$ cat src/rtl/udm_bus_decoder.sv
// Routes udm master requests to a CSR window (S0), a memory window (S1) or a local
// unmapped responder, and returns read responses in issue order.
module udm_bus_decoder #(
  parameter logic [31:0] S0_BASE         = 32'h0000_0000,
  parameter logic [31:0] S0_SIZE         = 32'h0000_1000,
  parameter logic [31:0] S1_BASE         = 32'h8000_0000,
  parameter logic [31:0] S1_SIZE         = 32'h0000_1000,
  parameter int unsigned MAX_OUTSTANDING = 4,
  parameter logic [31:0] UNMAPPED_RDATA  = 32'hDEAD_BEEF,
  localparam int unsigned PW = $clog2(MAX_OUTSTANDING),
  localparam int unsigned CW = $clog2(MAX_OUTSTANDING) + 1
) (
  input  logic          clk_i,
  input  logic          rst_i,
  input  logic          m_req_i,
  input  logic          m_we_i,
  input  logic [31:0]   m_addr_bi,
  input  logic [3:0]    m_be_bi,
  input  logic [31:0]   m_wdata_bi,
  output logic          m_ack_o,
  output logic          m_resp_o,
  output logic [31:0]   m_rdata_bo,
  output logic          s0_req_o,
  output logic          s0_we_o,
  output logic [31:0]   s0_addr_bo,
  output logic [3:0]    s0_be_bo,
  output logic [31:0]   s0_wdata_bo,
  input  logic          s0_ack_i,
  input  logic          s0_resp_i,
  input  logic [31:0]   s0_rdata_bi,
  output logic          s1_req_o,
  output logic          s1_we_o,
  output logic [31:0]   s1_addr_bo,
  output logic [3:0]    s1_be_bo,
  output logic [31:0]   s1_wdata_bo,
  input  logic          s1_ack_i,
  input  logic          s1_resp_i,
  input  logic [31:0]   s1_rdata_bi,
  output logic [CW-1:0] outstanding_o,
  output logic          err_o
);

  // Handshake: a request transfers on the cycle req && ack are both high; the
  // requester holds all request fields stable until then. Each accepted read
  // produces exactly one single-cycle resp pulse; writes produce none.

  typedef enum logic [1:0] {
    TGT_S0  = 2'd0,
    TGT_S1  = 2'd1,
    TGT_UNM = 2'd2
  } tgt_e;

  logic [31:0]   s0_off, s1_off;
  tgt_e          tgt;
  logic          is_read, empty, full, stall, push, pop;
  logic          head_resp;
  tgt_e          head;
  logic [31:0]   head_rdata;

  tgt_e          fifo_q [MAX_OUTSTANDING];
  tgt_e          fifo_d [MAX_OUTSTANDING];
  logic [PW-1:0] wr_ptr_q, wr_ptr_d, rd_ptr_q, rd_ptr_d;
  logic [CW-1:0] count_q, count_d;
  tgt_e          last_tgt_q, last_tgt_d;
  logic          unm_resp_q, unm_resp_d;
  logic          m_resp_q, m_resp_d;
  logic [31:0]   m_rdata_q, m_rdata_d;
  logic          err_q, err_d;

  assign s0_off = m_addr_bi - S0_BASE;
  assign s1_off = m_addr_bi - S1_BASE;

  always_comb begin
    tgt = TGT_UNM;
    if (m_addr_bi >= S0_BASE && s0_off < S0_SIZE) tgt = TGT_S0;
    else if (m_addr_bi >= S1_BASE && s1_off < S1_SIZE) tgt = TGT_S1;
  end

  assign is_read = m_req_i && !m_we_i;
  assign empty   = (count_q == '0);
  assign full    = (count_q == CW'(MAX_OUTSTANDING));
  // A read may only join the tracker behind reads to the same target, so
  // per-slave ordering alone guarantees global in-order return.
  assign stall   = is_read && (full || (!empty && tgt != last_tgt_q));

  assign s0_req_o    = m_req_i && tgt == TGT_S0 && !stall;
  assign s0_we_o     = m_we_i;
  assign s0_addr_bo  = s0_off;
  assign s0_be_bo    = m_be_bi;
  assign s0_wdata_bo = m_wdata_bi;

  assign s1_req_o    = m_req_i && tgt == TGT_S1 && !stall;
  assign s1_we_o     = m_we_i;
  assign s1_addr_bo  = s1_off;
  assign s1_be_bo    = m_be_bi;
  assign s1_wdata_bo = m_wdata_bi;

  always_comb begin
    m_ack_o = 1'b0;
    case (tgt)
      TGT_S0:  m_ack_o = s0_ack_i && s0_req_o;
      TGT_S1:  m_ack_o = s1_ack_i && s1_req_o;
      default: m_ack_o = m_req_i && !stall;
    endcase
  end

  assign push = m_ack_o && !m_we_i;
  assign head = fifo_q[rd_ptr_q];

  always_comb begin
    head_resp  = 1'b0;
    head_rdata = UNMAPPED_RDATA;
    if (!empty) begin
      case (head)
        TGT_S0: begin
          head_resp  = s0_resp_i;
          head_rdata = s0_rdata_bi;
        end
        TGT_S1: begin
          head_resp  = s1_resp_i;
          head_rdata = s1_rdata_bi;
        end
        default: begin
          head_resp  = unm_resp_q;
          head_rdata = UNMAPPED_RDATA;
        end
      endcase
    end
  end

  assign pop = head_resp;

  always_comb begin
    fifo_d     = fifo_q;
    wr_ptr_d   = wr_ptr_q;
    rd_ptr_d   = rd_ptr_q;
    count_d    = count_q;
    last_tgt_d = last_tgt_q;
    if (push) begin
      fifo_d[wr_ptr_q] = tgt;
      wr_ptr_d         = wr_ptr_q + PW'(1);
      last_tgt_d       = tgt;
    end
    if (pop) rd_ptr_d = rd_ptr_q + PW'(1);
    count_d = count_q + CW'(push) - CW'(pop);
  end

  always_comb begin
    unm_resp_d = push && tgt == TGT_UNM;
    m_resp_d   = head_resp;
    m_rdata_d  = head_resp ? head_rdata : m_rdata_q;
    err_d      = err_q;
    // Responses nobody is waiting for are dropped and latched as an error.
    if (s0_resp_i && (empty || head != TGT_S0)) err_d = 1'b1;
    if (s1_resp_i && (empty || head != TGT_S1)) err_d = 1'b1;
  end

  always_ff @(posedge clk_i or posedge rst_i) begin
    if (rst_i) begin
      for (int i = 0; i < int'(MAX_OUTSTANDING); i++) fifo_q[i] <= TGT_S0;
      wr_ptr_q   <= '0;
      rd_ptr_q   <= '0;
      count_q    <= '0;
      last_tgt_q <= TGT_S0;
      unm_resp_q <= 1'b0;
      m_resp_q   <= 1'b0;
      m_rdata_q  <= '0;
      err_q      <= 1'b0;
    end else begin
      fifo_q     <= fifo_d;
      wr_ptr_q   <= wr_ptr_d;
      rd_ptr_q   <= rd_ptr_d;
      count_q    <= count_d;
      last_tgt_q <= last_tgt_d;
      unm_resp_q <= unm_resp_d;
      m_resp_q   <= m_resp_d;
      m_rdata_q  <= m_rdata_d;
      err_q      <= err_d;
    end
  end

  assign m_resp_o      = m_resp_q;
  assign m_rdata_bo    = m_rdata_q;
  assign outstanding_o = count_q;
  assign err_o         = err_q;

endmodule

$ cat config.mk
export PLATFORM = sky130hd
export DESIGN_NAME = udm_bus_decoder
export DESIGN_NICKNAME = d
export VERILOG_FILES = /design/src/rtl/udm_bus_decoder.sv
export SDC_FILE = /design/constraint.sdc
export NUM_CORES = 1
export LEC_CHECK = 0
export BUFFER_PORTS_ARGS = -buffer_cell sky130_fd_sc_hd__buf_4
export CORE_AREA = 3 3 121 123
export DETAILED_ROUTE_END_ITERATION = 16
export DIE_AREA = 0 0 124 126
export GPL_ROUTABILITY_DRIVEN = 0
export PLACE_DENSITY = 0.69
export SLEW_MARGIN = 5
export SYNTH_ARGS = -nofsm -noshare
export SYNTH_HDL_FRONTEND = slang
export SYNTH_SLANG_ARGS = --single-unit
$ cat constraint.sdc
create_clock -name clk_i -period 7.5 [get_ports clk_i]
set_clock_uncertainty 0.15 [all_clocks]
set_input_delay 0 -clock clk_i [delete_from_list [all_inputs] [get_ports clk_i]]
set_output_delay 0 -clock clk_i [all_outputs]
set_load 0.01 [all_outputs]
==> flow_summary.json <==
{
  "outcome": "completed",
  "htreeDepth": 2,
  "rsz0062_at_grt": "false",
  "core_um2": 13800,
  "worstMarginPinSlew_ns": 1.12,
  "setup_tns_ns": 0,
  "row_count": 43,
  "switchingPower_uw": 607,
  "syn-num-nets": 574,
  "design_area_um2": 5600,
  "ff2ff_path_depth": 9,
  "pre_cts_slack_ns": 4.01,
  "synth.cell_area_um2": 3840,
  "place_hpwl_mm": 8.55,
  "io_pins": 318,
  "rr_startpoint": "rd_ptr_q[0]",
  "synth-seq-cells": 52,
  "worstSetupPathType": "flop to flop",
  "finalHoldViolations": 0,
  "clock_path_buffers": 2,
  "crit_path_end_kind": "flop",
  "instances_no_fill": 755,
  "combinationalPowerShare_pct": 55.7,
  "cts_buffers": 5,
  "layout_commonest_cell": "buf_4",
  "post_cts_buffers": 0,
  "viasPerCell": 4.57,
  "yosysSeqAreaShare_pct": 33.9,
  "synth_cell_types": 44,
  "grt_max_degree": 53,
  "r2r-end": "outstanding_o[2]",
  "leakagePower_nw": 2.44,
  "seq_power_share_pct": 29.4,
  "post_dp_cell_area_um2": 4260,
  "finalWorstSetupSlack_ns": 4.05,
  "cts_tree": "done",
  "drive_above_1_share_pct": 34.8,
  "clock-sinks": 52,
  "dr.first_iter.drc_count": 136,
  "synthArstFlopShare_pct": 100,
  "slowest_stage": "mux4_2",
  "report.final.slew_viol_count": 0,
  "grt_use_total_pct": 14.7,
  "synth_edf_count": 0,
  "grt_overflow": 0,
  "postRouteAntennaNets": 0,
  "drc": 0,
  "start_util_pct": 27.9,
  "crit_required_ns": 7.52,
  "power_density_nw_per_um2": 279,
  "io_buffers": 173,
  "layout.nets": 721,
  "pwr-share-clk_pct": 14.9,
  "clk_pin_slew_worst_paths_ns": 0.07,
  "grt_pass1_vias": 3490,
  "drt_wl_total_mm": 12.2,
  "relSlewSlack_pct": 25.3,
  "die_h_um": 126,
  "num_vias": 3454,
  "ctsResizeCount": 0,
  "irDropWorstVdd_mv": 0.111,
  "first_pass_iters": 4,
  "sw_frac_of_total_pct": 38.9,
  "crit_path_max_incr_delay_ns": 0.89,
  "whs_path_depth": 2,
  "dp.cells": 628,
  "p_int_uw": 954,
  "worstPathCellList": "mux4_2 -> mux2i_4 -> a211oi_2 -> ha_1 -> inv_1 -> ha_1 -> fa_1 -> xor2_1 -> xnor2_1",
  "avgRoutedWirePerCell_um": 16.2,
  "post-route-period-util_pct": 46.0,
  "cp-start-kind": "flop",
  "cap_viol_max_count": 0,
  "hold_end": "s0_addr_bo[13]",
  "period_minus_slack_ns": 3.45,
  "clock_latency_ns": 0.29,
  "cp_common_cell": "ha_1",
  "power_mw": 1.56,
  "holdCritPathClass": "input pin to output pin",
  "cp_max_fo": 34,
  "yosysWarnings": 0,
  "fmax_ghz": 0.290,
  "die_x_um": 124,
  "whs_ns": 0.0519,
  "synthFlopType": "dfrtp_1",
  "reg2reg_slack_ns": 4.05,
  "fillers": 1307,
  "syn_area_per_cell_um2": 9.00,
  "final_cell_mix": "buf_4 (175), dlygate4sd3_1 (119), nand2_1 (56), dfrtp_1 (52), nor3_1 (26)",
  "diodes": 0,
  "min-delay-start": "m_addr_bi[13]",
  "grt_pass1_wl_mm": 18.0,
  "finalSetupViolCount": 0,
  "antenna_found_initial": 0,
  "area_delta_synth_final_pct": 45.7,
  "arrival_ns": 3.47,
  "synthesis.instances": 427,
  "cts_root_buf": "clkbuf_16",
  "postLayoutCoreUtil_pct": 40.6,
  "die-area_um2": 15600
}
-- registers in the layout, summed over array words and instances, names as in the netlist --
register	cells
err_o	1
fifo_q	8
last_tgt_q	2
m_rdata_bo	32
m_resp_o	1
outstanding_o	3
rd_ptr_q	2
unm_resp_q	1
wr_ptr_q	2
-- critical path: cells and delay by family, from the launching register on --
family / cells / cell delay, ns
muxes: 2 / 1.24
adders and majority gates: 3 / 0.73
DFF: 1 / 0.48
AOI/OAI and AO/OA: 1 / 0.38
xor gates and xnor gates: 2 / 0.29
buffers and inverters: 1 / 0.04
-- synthesized netlist by cell type (all sizes together), types with 6 or more instances --
cell type / number / area share, %
buf: 146 / 29
and3: 6 / 0.98
o21ai: 11 / 1.4
nor3: 27 / 3.6
mux2i: 11 / 3.3
dfrtp: 52 / 34
a31oi: 24 / 3.9
nand2: 56 / 5.5
ha: 6 / 2.0
clkbuf: 8 / 0.78
inv: 12 / 1.2
nor2: 6 / 0.59
nand3: 12 / 1.6
-- what timing repair did --
| item | in CTS | in global routing |
|---|---|---|
| hold buffers | 119 | 0 |
| endpoints found under the setup margin | 0 | 0 |
| hold endpoints to repair | 185 | 0 |
-- cell families (layout without fill, tap and decap cells) --
logic type / Yosys count / after routing / share of synthesized area, %
XOR/XNOR: 6 / 6 / 1.37
AND/OR/NAND/NOR: 125 / 125 / 16.1
buffers and inverters: 166 / 314 / 30.6
multiplexers: 15 / 15 / 5.44
flip-flops: 52 / 52 / 33.9
AO/OA/AOI/OAI: 56 / 56 / 10.2
adder cells (fa/ha/maj): 7 / 7 / 2.48
-- power by group through the flow --
stage | logic [mW] | registers, mW | clock network [mW]
after global routing | 0.973 | 0.471 | 0.252
after detailed placement | 0.707 | 0.463 | 0
after global placement | 0.686 | 0.457 | 0
final | 0.870 | 0.459 | 0.232
after floorplan | 0.509 | 0.469 | 0
after CTS | 0.874 | 0.458 | 0.243
-- metal layers --
| layer | GRT usage (%) | routed length (µm) | share of wire, % | vias up |
|---|---|---|---|---|
| met3 | 2.74 | 1010 | 8.3 | 13 |
| li1 | - | - | - | 1616 |
| met2 | 28.6 | 6620 | 54 | 208 |
| met5 | 0 | 0 | 0 | - |
| met1 | 15.9 | 4410 | 36 | 1617 |
| met4 | 3.87 | 182 | 1.5 | 0 |
-- how the worst max path moves through the flow --
stage | from | end | slack (ns) | depth (start not counted)
final | rd_ptr_q[0] | outstanding_o[2] | 4.05 | 9
after global placement | rd_ptr_q[0] | outstanding_o[2] | 4.12 | 9
after CTS | rd_ptr_q[0] | outstanding_o[2] | 4.00 | 9
after global routing | rd_ptr_q[0] | outstanding_o[2] | 3.79 | 9
after floorplan | rd_ptr_q[0] | outstanding_o[2] | 4.58 | 11
after detailed placement | rd_ptr_q[0] | outstanding_o[2] | 4.01 | 9
-- layout make-up --
class,instances,area [µm²],area share (%)
sequential,52,1300,23.2
clock buffer,7,143,2.55
inverter,12,45.0,0.805
timing repair buffer,294,2500,44.7
tap,180,225,4.02
clock inverter,1,7.51,0.134
multi-input combinational,209,1370,24.5
Power figures use the tool's default switching activity.
